[config.mk]
export PLATFORM = sky130hd
export DESIGN_NAME = imem_loader
export DESIGN_NICKNAME = d
export VERILOG_FILES = /design/src/rtl/imem_loader_pkg.sv /design/src/rtl/imem_loader_word_assembler.sv /design/src/rtl/imem_loader.sv
export SDC_FILE = /design/constraint.sdc
export NUM_CORES = 1
export LEC_CHECK = 0
export CAP_MARGIN = 20
export CORE_MARGIN = 5
export CORE_UTILIZATION = 30
export CTS_CLUSTER_SIZE = 24
export DETAILED_ROUTE_END_ITERATION = 7
export PLACE_DENSITY = 0.54
export RECOVER_POWER = 50
export SLEW_MARGIN = 10
export SYNTH_ARGS = -nofsm -noshare
export SYNTH_HDL_FRONTEND = slang
export SYNTH_SLANG_ARGS = --single-unit
[constraint.sdc]
create_clock -name clk -period 3.8 [get_ports clk]
set_input_delay 0.76 -clock clk [delete_from_list [all_inputs] [get_ports clk]]
set_output_delay 0.76 -clock clk [all_outputs]
set_load 0.02 [all_outputs]
[src/rtl/imem_loader_pkg.sv]
// Shared types and constants for the boot-time instruction-memory loader.
package imem_loader_pkg;

    typedef enum logic [2:0] {
        HDR,
        DATA,
        CSUM,
        DONE,
        ERROR
    } state_t;

    localparam logic [1:0] ERR_NONE    = 2'b00;
    localparam logic [1:0] ERR_COUNT   = 2'b01;
    localparam logic [1:0] ERR_CSUM    = 2'b10;
    localparam logic [1:0] ERR_TIMEOUT = 2'b11;

    localparam int HDR_BYTES = 4;

endpackage

[src/rtl/imem_loader_word_assembler.sv]
// Packs accepted stream bytes into little-endian 32-bit words; o_word is valid
// in the same cycle as the byte that completes it (o_word_valid).
module loader_word_assembler
    import imem_loader_pkg::*;
(
    input  logic        clk,
    input  logic        rst,
    input  logic        i_clr,
    input  logic        i_accept,
    input  logic [7:0]  i_byte,
    output logic [31:0] o_word,
    output logic        o_word_valid,
    output logic [1:0]  o_byte_idx
);

    localparam logic [1:0] LP_LAST_LANE = 2'(HDR_BYTES - 1);

    logic [23:0] r_lanes;
    logic [1:0]  r_idx;

    always_ff @(posedge clk or posedge rst) begin
        if (rst) begin
            r_idx <= '0;
        end else if (i_clr) begin
            r_idx <= '0;
        end else if (i_accept) begin
            r_idx <= r_idx + 2'd1;
        end
    end

    // Newest byte enters at the top so the first byte ends up in bits [7:0].
    always_ff @(posedge clk) begin
        if (i_accept) begin
            r_lanes <= {i_byte, r_lanes[23:8]};
        end
    end

    assign o_word       = {i_byte, r_lanes};
    assign o_word_valid = i_accept && (r_idx == LP_LAST_LANE);
    assign o_byte_idx   = r_idx;

endmodule

[src/rtl/imem_loader.sv]
// Framed byte-stream program loader writing sequential words into imem.
// Optional mid-frame idle timeout is compiled in with `define LOADER_TIMEOUT_EN.
module imem_loader
    import imem_loader_pkg::*;
#(
    parameter logic [31:0] BASE_ADDR      = 32'h0000_0000,
    parameter int unsigned MAX_WORDS      = 1024,
    parameter int unsigned TIMEOUT_CYCLES = 65535
) (
    input  logic        clk,
    input  logic        rst,
    input  logic [7:0]  rx_data,
    input  logic        rx_valid,
    output logic        rx_ready,
    input  logic        restart,
    output logic        imem_we,
    output logic [31:0] imem_waddr,
    output logic [31:0] imem_wdata,
    output logic        loader_done,
    output logic        load_error,
    output logic [1:0]  err_code,
    output logic [15:0] words_loaded
);

    state_t      r_state;
    logic        r_rx_ready;
    logic        r_imem_we;
    logic [31:0] r_imem_waddr;
    logic [31:0] r_imem_wdata;
    logic        r_done;
    logic        r_error;
    logic [1:0]  r_err_code;
    logic [15:0] r_words;
    logic [15:0] r_nwords;
    logic [7:0]  r_csum;

    logic        w_accept;
    logic        w_asm_accept;
    logic        w_clr;
    logic [31:0] w_word;
    logic        w_word_valid;
    logic [1:0]  w_byte_idx;
    logic        w_timeout;

    assign w_accept     = rx_valid && r_rx_ready;
    assign w_asm_accept = w_accept && ((r_state == HDR) || (r_state == DATA));
    assign w_clr        = restart && ((r_state == DONE) || (r_state == ERROR));

    loader_word_assembler u_asm (
        .clk          (clk),
        .rst          (rst),
        .i_clr        (w_clr),
        .i_accept     (w_asm_accept),
        .i_byte       (rx_data),
        .o_word       (w_word),
        .o_word_valid (w_word_valid),
        .o_byte_idx   (w_byte_idx)
    );

`ifdef LOADER_TIMEOUT_EN
    logic [15:0] r_idle;
    logic        w_in_frame;

    // A frame is in progress once its first header byte has arrived.
    assign w_in_frame = ((r_state == HDR) && (w_byte_idx != 2'd0)) ||
                        (r_state == DATA) || (r_state == CSUM);
    assign w_timeout  = w_in_frame && !w_accept &&
                        (({16'd0, r_idle} + 32'd1) >= TIMEOUT_CYCLES);

    always_ff @(posedge clk or posedge rst) begin
        if (rst) begin
            r_idle <= '0;
        end else if (!w_in_frame || w_accept) begin
            r_idle <= '0;
        end else begin
            r_idle <= r_idle + 16'd1;
        end
    end
`else
    logic w_unused_timeout;

    assign w_timeout        = 1'b0;
    assign w_unused_timeout = ^{w_byte_idx, TIMEOUT_CYCLES[0]};
`endif

    always_ff @(posedge clk or posedge rst) begin
        if (rst) begin
            r_state      <= HDR;
            r_rx_ready   <= 1'b1;
            r_imem_we    <= 1'b0;
            r_imem_waddr <= '0;
            r_imem_wdata <= '0;
            r_done       <= 1'b0;
            r_error      <= 1'b0;
            r_err_code   <= ERR_NONE;
            r_words      <= '0;
            r_nwords     <= '0;
            r_csum       <= '0;
        end else begin
            r_imem_we <= 1'b0;
            case (r_state)
                HDR: begin
                    if (w_timeout) begin
                        r_state    <= ERROR;
                        r_rx_ready <= 1'b0;
                        r_error    <= 1'b1;
                        r_err_code <= ERR_TIMEOUT;
                    end else if (w_accept) begin
                        r_csum <= r_csum + rx_data;
                        if (w_word_valid) begin
                            r_nwords <= w_word[15:0];
                            if ((w_word[31:16] != 16'd0) ||
                                ({16'd0, w_word[15:0]} > MAX_WORDS)) begin
                                r_state    <= ERROR;
                                r_rx_ready <= 1'b0;
                                r_error    <= 1'b1;
                                r_err_code <= ERR_COUNT;
                            end else if (w_word[15:0] == 16'd0) begin
                                r_state <= CSUM;
                            end else begin
                                r_state <= DATA;
                            end
                        end
                    end
                end
                DATA: begin
                    if (w_timeout) begin
                        r_state    <= ERROR;
                        r_rx_ready <= 1'b0;
                        r_error    <= 1'b1;
                        r_err_code <= ERR_TIMEOUT;
                    end else if (w_accept) begin
                        r_csum <= r_csum + rx_data;
                        if (w_word_valid) begin
                            r_imem_we    <= 1'b1;
                            r_imem_waddr <= BASE_ADDR + {14'd0, r_words, 2'b00};
                            r_imem_wdata <= w_word;
                            r_words      <= r_words + 16'd1;
                            if ((r_words + 16'd1) == r_nwords) begin
                                r_state <= CSUM;
                            end
                        end
                    end
                end
                CSUM: begin
                    if (w_timeout) begin
                        r_state    <= ERROR;
                        r_rx_ready <= 1'b0;
                        r_error    <= 1'b1;
                        r_err_code <= ERR_TIMEOUT;
                    end else if (w_accept) begin
                        r_rx_ready <= 1'b0;
                        if (rx_data == r_csum) begin
                            r_state <= DONE;
                            r_done  <= 1'b1;
                        end else begin
                            r_state    <= ERROR;
                            r_error    <= 1'b1;
                            r_err_code <= ERR_CSUM;
                        end
                    end
                end
                DONE, ERROR: begin
                    if (restart) begin
                        r_state    <= HDR;
                        r_rx_ready <= 1'b1;
                        r_done     <= 1'b0;
                        r_error    <= 1'b0;
                        r_err_code <= ERR_NONE;
                        r_words    <= '0;
                        r_nwords   <= '0;
                        r_csum     <= '0;
                    end
                end
                default: begin
                    r_state    <= HDR;
                    r_rx_ready <= 1'b1;
                end
            endcase
        end
    end

    assign rx_ready     = r_rx_ready;
    assign imem_we      = r_imem_we;
    assign imem_waddr   = r_imem_waddr;
    assign imem_wdata   = r_imem_wdata;
    assign loader_done  = r_done;
    assign load_error   = r_error;
    assign err_code     = r_err_code;
    assign words_loaded = r_words;

endmodule
==> results.py <==
metrics = {
    "worst_setup_path": {
        "slowest_delay_ns": 0.55,
        "cp_common_cell": "nand4_1",
        "critPathRequiredTime_ns": 4.15,
        "worst_ep_arrival_time_ns": 3.36,
        "critPathBufInv": 2,
        "worstPathCellList": "dlygate4sd3_1 > and2_0 > nand2_1 > clkinvlp_2 > nand4_1 > a2111oi_4 > nand4_1 > a2111oi_2 > a211o_1",
        "cp-end-kind": "flop",
        "cp-start-kind": "input port",
        "cp_slowest_cell": "dlygate4sd3_1",
        "cp_top_family": "compound AO/OA/AOI/OAI gates",
        "critical_path_peak_fanout": 7,
        "path_class": "input port to flop",
    },
    "timing": {
        "fin_skew_ns": 0.00631,
        "timing.hold.ws_ns": 0.469,
        "grt_setup_unrepaired": "false",
        "finalSetupTns_ns": 0,
        "min_period_ns": 3.01,
        "tightest_slew_ns": 1.10,
        "drv_slew": 0,
        "post-route-period-util": 0.792,
        "finalWorstSetupSlack_ns": 0.792,
        "finalHoldViolations": 0,
        "slew_headroom": 0.264,
        "fmax_mhz": 332,
        "finalSetupViolCount": 0,
    },
    "pwr": {
        "p_int_mw": 2.40,
        "p_per_area_nw_per_um2": 406,
        "p_comb_frac": 0.022,
        "seq_power_share": 0.436,
        "clkPwrFrac": 0.543,
        "p_leak_nw": 3.42,
        "peakVddDrop_uv": 290,
        "switching_power_mw": 0.681,
        "switching_share": 0.221,
    },
    "logic_synthesis": {
        "synth_top_family_by_area": "simple AND/OR/NAND/NOR gates",
        "ys.flop_type": "dfrtp_1",
        "avgSynthCellArea_um2": 9.50,
        "yosysSeqAreaShare": 0.537,
        "synthCells": 627,
        "yosysUniqueCellTypes": 68,
        "synth-simple-area-share": 0.218,
        "yosys_warnings": 0,
        "synth_edf_count": 24,
        "synth.area.mux_share": 0.00903,
        "ys_seq_elements": 123,
        "synth_top_area_frac": 0.412,
        "async_flop_share": 0.805,
        "synth_area_um2": 5960,
        "synth_fa_ha_area_frac": 0.0223,
        "synth_compound_area_frac": 0.119,
        "yosys-top-cells-area": "dfrtp_1, nand2_1, edfxtp_1, o21ai_0, buf_4",
        "synth_area_leader_cell": "dfrtp_1",
        "synth-xor-area-share": 0.0441,
    },
    "floorplanning": {
        "initial_core_util": 0.305,
        "die_area_um2": 22800,
        "fp-row-count": 51,
        "fp.dieH_um": 151,
        "boundaryPins": 98,
        "die_w_um": 151,
        "fp.coreArea_um2": 19500,
    },
    "finish": {
        "area_growth_pct": 27.3,
        "fin_nets": 725,
        "drive_above_1_share": 0.0796,
        "insertedDiodeCount": 0,
    },
    "outcome": {
        "status": "completed",
    },
    "global_routing": {
        "grt_start_max_net_pins": 100,
        "grt.overflow.total": 0,
        "track_usage": 0.140,
        "antenna_found_initial": 0,
        "grt_first_pass_wirelength_um": 24800,
        "grt_pass1_vias": 4623,
    },
    "clock_tree": {
        "cts-resized-gates": 0,
        "holdBufCountCts": 0,
        "h-tree-depth": 4,
        "clk_latency_ns": 0.42,
        "post_cts_buffers": 0,
        "cts-root-buf": "clkbuf_16",
        "cts_tree": "done",
        "clk_pin_slew_ns": 0.06,
        "cts_max_path_buffers": 2,
        "cts_buffers": 17,
        "cts.sinks": 123,
    },
    "hold_path": {
        "hold_class": "flop to flop",
    },
    "place": {
        "hpwlAfterDp_um": 10500,
        "place_congestion": 0.827,
        "io_buffers": 81,
        "pre_cts_slack_ns": 0.597,
    },
    "drt": {
        "drc_errors": 0,
        "vias": 4676,
        "vias_per_cell": 4.77,
        "ant_nets": 0,
        "detail_route.first_pass.iterations": 4,
        "wl_um": 15400,
        "post_drt_wl_per_cell_um": 15.7,
        "drt_iter0_markers": 214,
    },
    "job": {
        "drv_cap": 0,
    },
}
[worst paths after layout]
kind / end / start / slack, ns / cells after the start
min in group asynchronous: imem_waddr[16]$_DFFE_PP0P_ / rst / 0.91 / 3
max in group asynchronous: r_nwords[11]$_DFFE_PP0P_ / rst / 2.35 / 3
worst min-delay path: imem_waddr[9]$_DFFE_PP0P_ / imem_waddr[9]$_DFFE_PP0P_ / 0.47 / 2
worst max register to register: r_state[1]$_DFFE_PP0P_ / words_loaded[0]$_DFFE_PP0P_ / 1.05 / 7
worst min register to register: imem_waddr[9]$_DFFE_PP0P_ / imem_waddr[9]$_DFFE_PP0P_ / 0.47 / 2
worst max-delay path: r_state[1]$_DFFE_PP0P_ / rx_valid / 0.79 / 9
[worst register-to-register path, stage by stage (launching register included)]
cell	delay, ns
dfrtp_1	0.55
ha_1	0.36
nand3_2	0.24
nor4_4	0.41
xor2_1	0.14
or3_1	0.36
a2111oi_2	0.44
a211o_1	0.18
[Yosys cell counts (4+ instances only)]
master / number
nand3_1: 12
inv_1: 10
nor4_1: 8
xor2_1: 15
nand2_1: 204
clkbuf_1: 15
nand4_1: 6
a21o_1: 4
nor2_1: 21
a21oi_1: 13
o21ai_0: 51
buf_4: 18
xnor2_1: 15
nor2b_1: 4
edfxtp_1: 24
buf_1: 7
dfrtp_1: 98
buf_2: 7
o31ai_1: 9
ha_1: 9
nor3_1: 7
nand4b_1: 4
[power groups by stage]
stage / Clock [mW] / Combinational, mW / Sequential [mW]
after floorplan: 0 / 0.0534 / 1.37
after global placement: 0 / 0.0692 / 1.37
after detailed placement: 0 / 0.0707 / 1.37
after CTS: 1.71 / 0.0709 / 1.34
after global routing: 1.78 / 0.0764 / 1.34
final: 1.67 / 0.0667 / 1.34
[metrics by stage]
| stage | total power, mW | instance area (µm²) | instances | utilization |
|---|---|---|---|---|
| after floorplan | 1.42 | 6010 | 642 | - |
| after global placement | 1.44 | 6980 | 949 | 0.358 |
| after detailed placement | 1.44 | 6980 | 949 | 0.358 |
| after CTS | 3.13 | 7590 | 981 | 0.389 |
| after global routing | 3.20 | 7590 | 981 | 0.389 |
| final | 3.08 | 7590 | 981 | 0.389 |
[cell type report]
type	count	area [µm²]
flip-flops and latches	123	3200
multi-input cells	460	2520
well taps	265	332
repair buffers	89	880
inverters	12	47.5
fillers	1961	11900
clock inverters	15	185
clock buffers	17	425
[layout by cell type (no fill, tap or decap), types with 11 or more instances in the layout]
cell / Yosys / layout
dfrtp_1: 98 / 98
dlygate4sd3_1: 0 / 11
nand2_1: 204 / 205
xnor2_1: 15 / 15
clkbuf_16: 0 / 17
a21oi_1: 13 / 13
edfxtp_1: 24 / 24
conb_1: 1 / 16
nand3_1: 12 / 11
xor2_1: 15 / 15
o21ai_0: 51 / 51
clkdlybuf4s50_1: 0 / 70
nor2_1: 21 / 21
[state kept, by name (all words and copies together), names as in the netlist, 2 cells and up]
signal            flops
imem_wdata           32
u_asm.r_lanes        24
imem_waddr           16
r_nwords             16
words_loaded         16
r_csum                8
r_state               3
err_code              2
u_asm.o_byte_idx      2
[routing by layer]
metal	part of all wire	global-route usage
met2	0.48	0.226
met3	0.056	0.0425
met1	0.45	0.180
met4	0.017	0.0449
met5	0	0
[kinds of logic after synthesis]
kind of cell | after synthesis
AOI/OAI and AO/OA | 110
adders and majority gates | 10
other | 1
and+or+nand+nor | 289
buffers and inverters | 59
DFF | 123
muxes | 5
xor gates and xnor gates | 30
(Power assumes the default switching activity.)
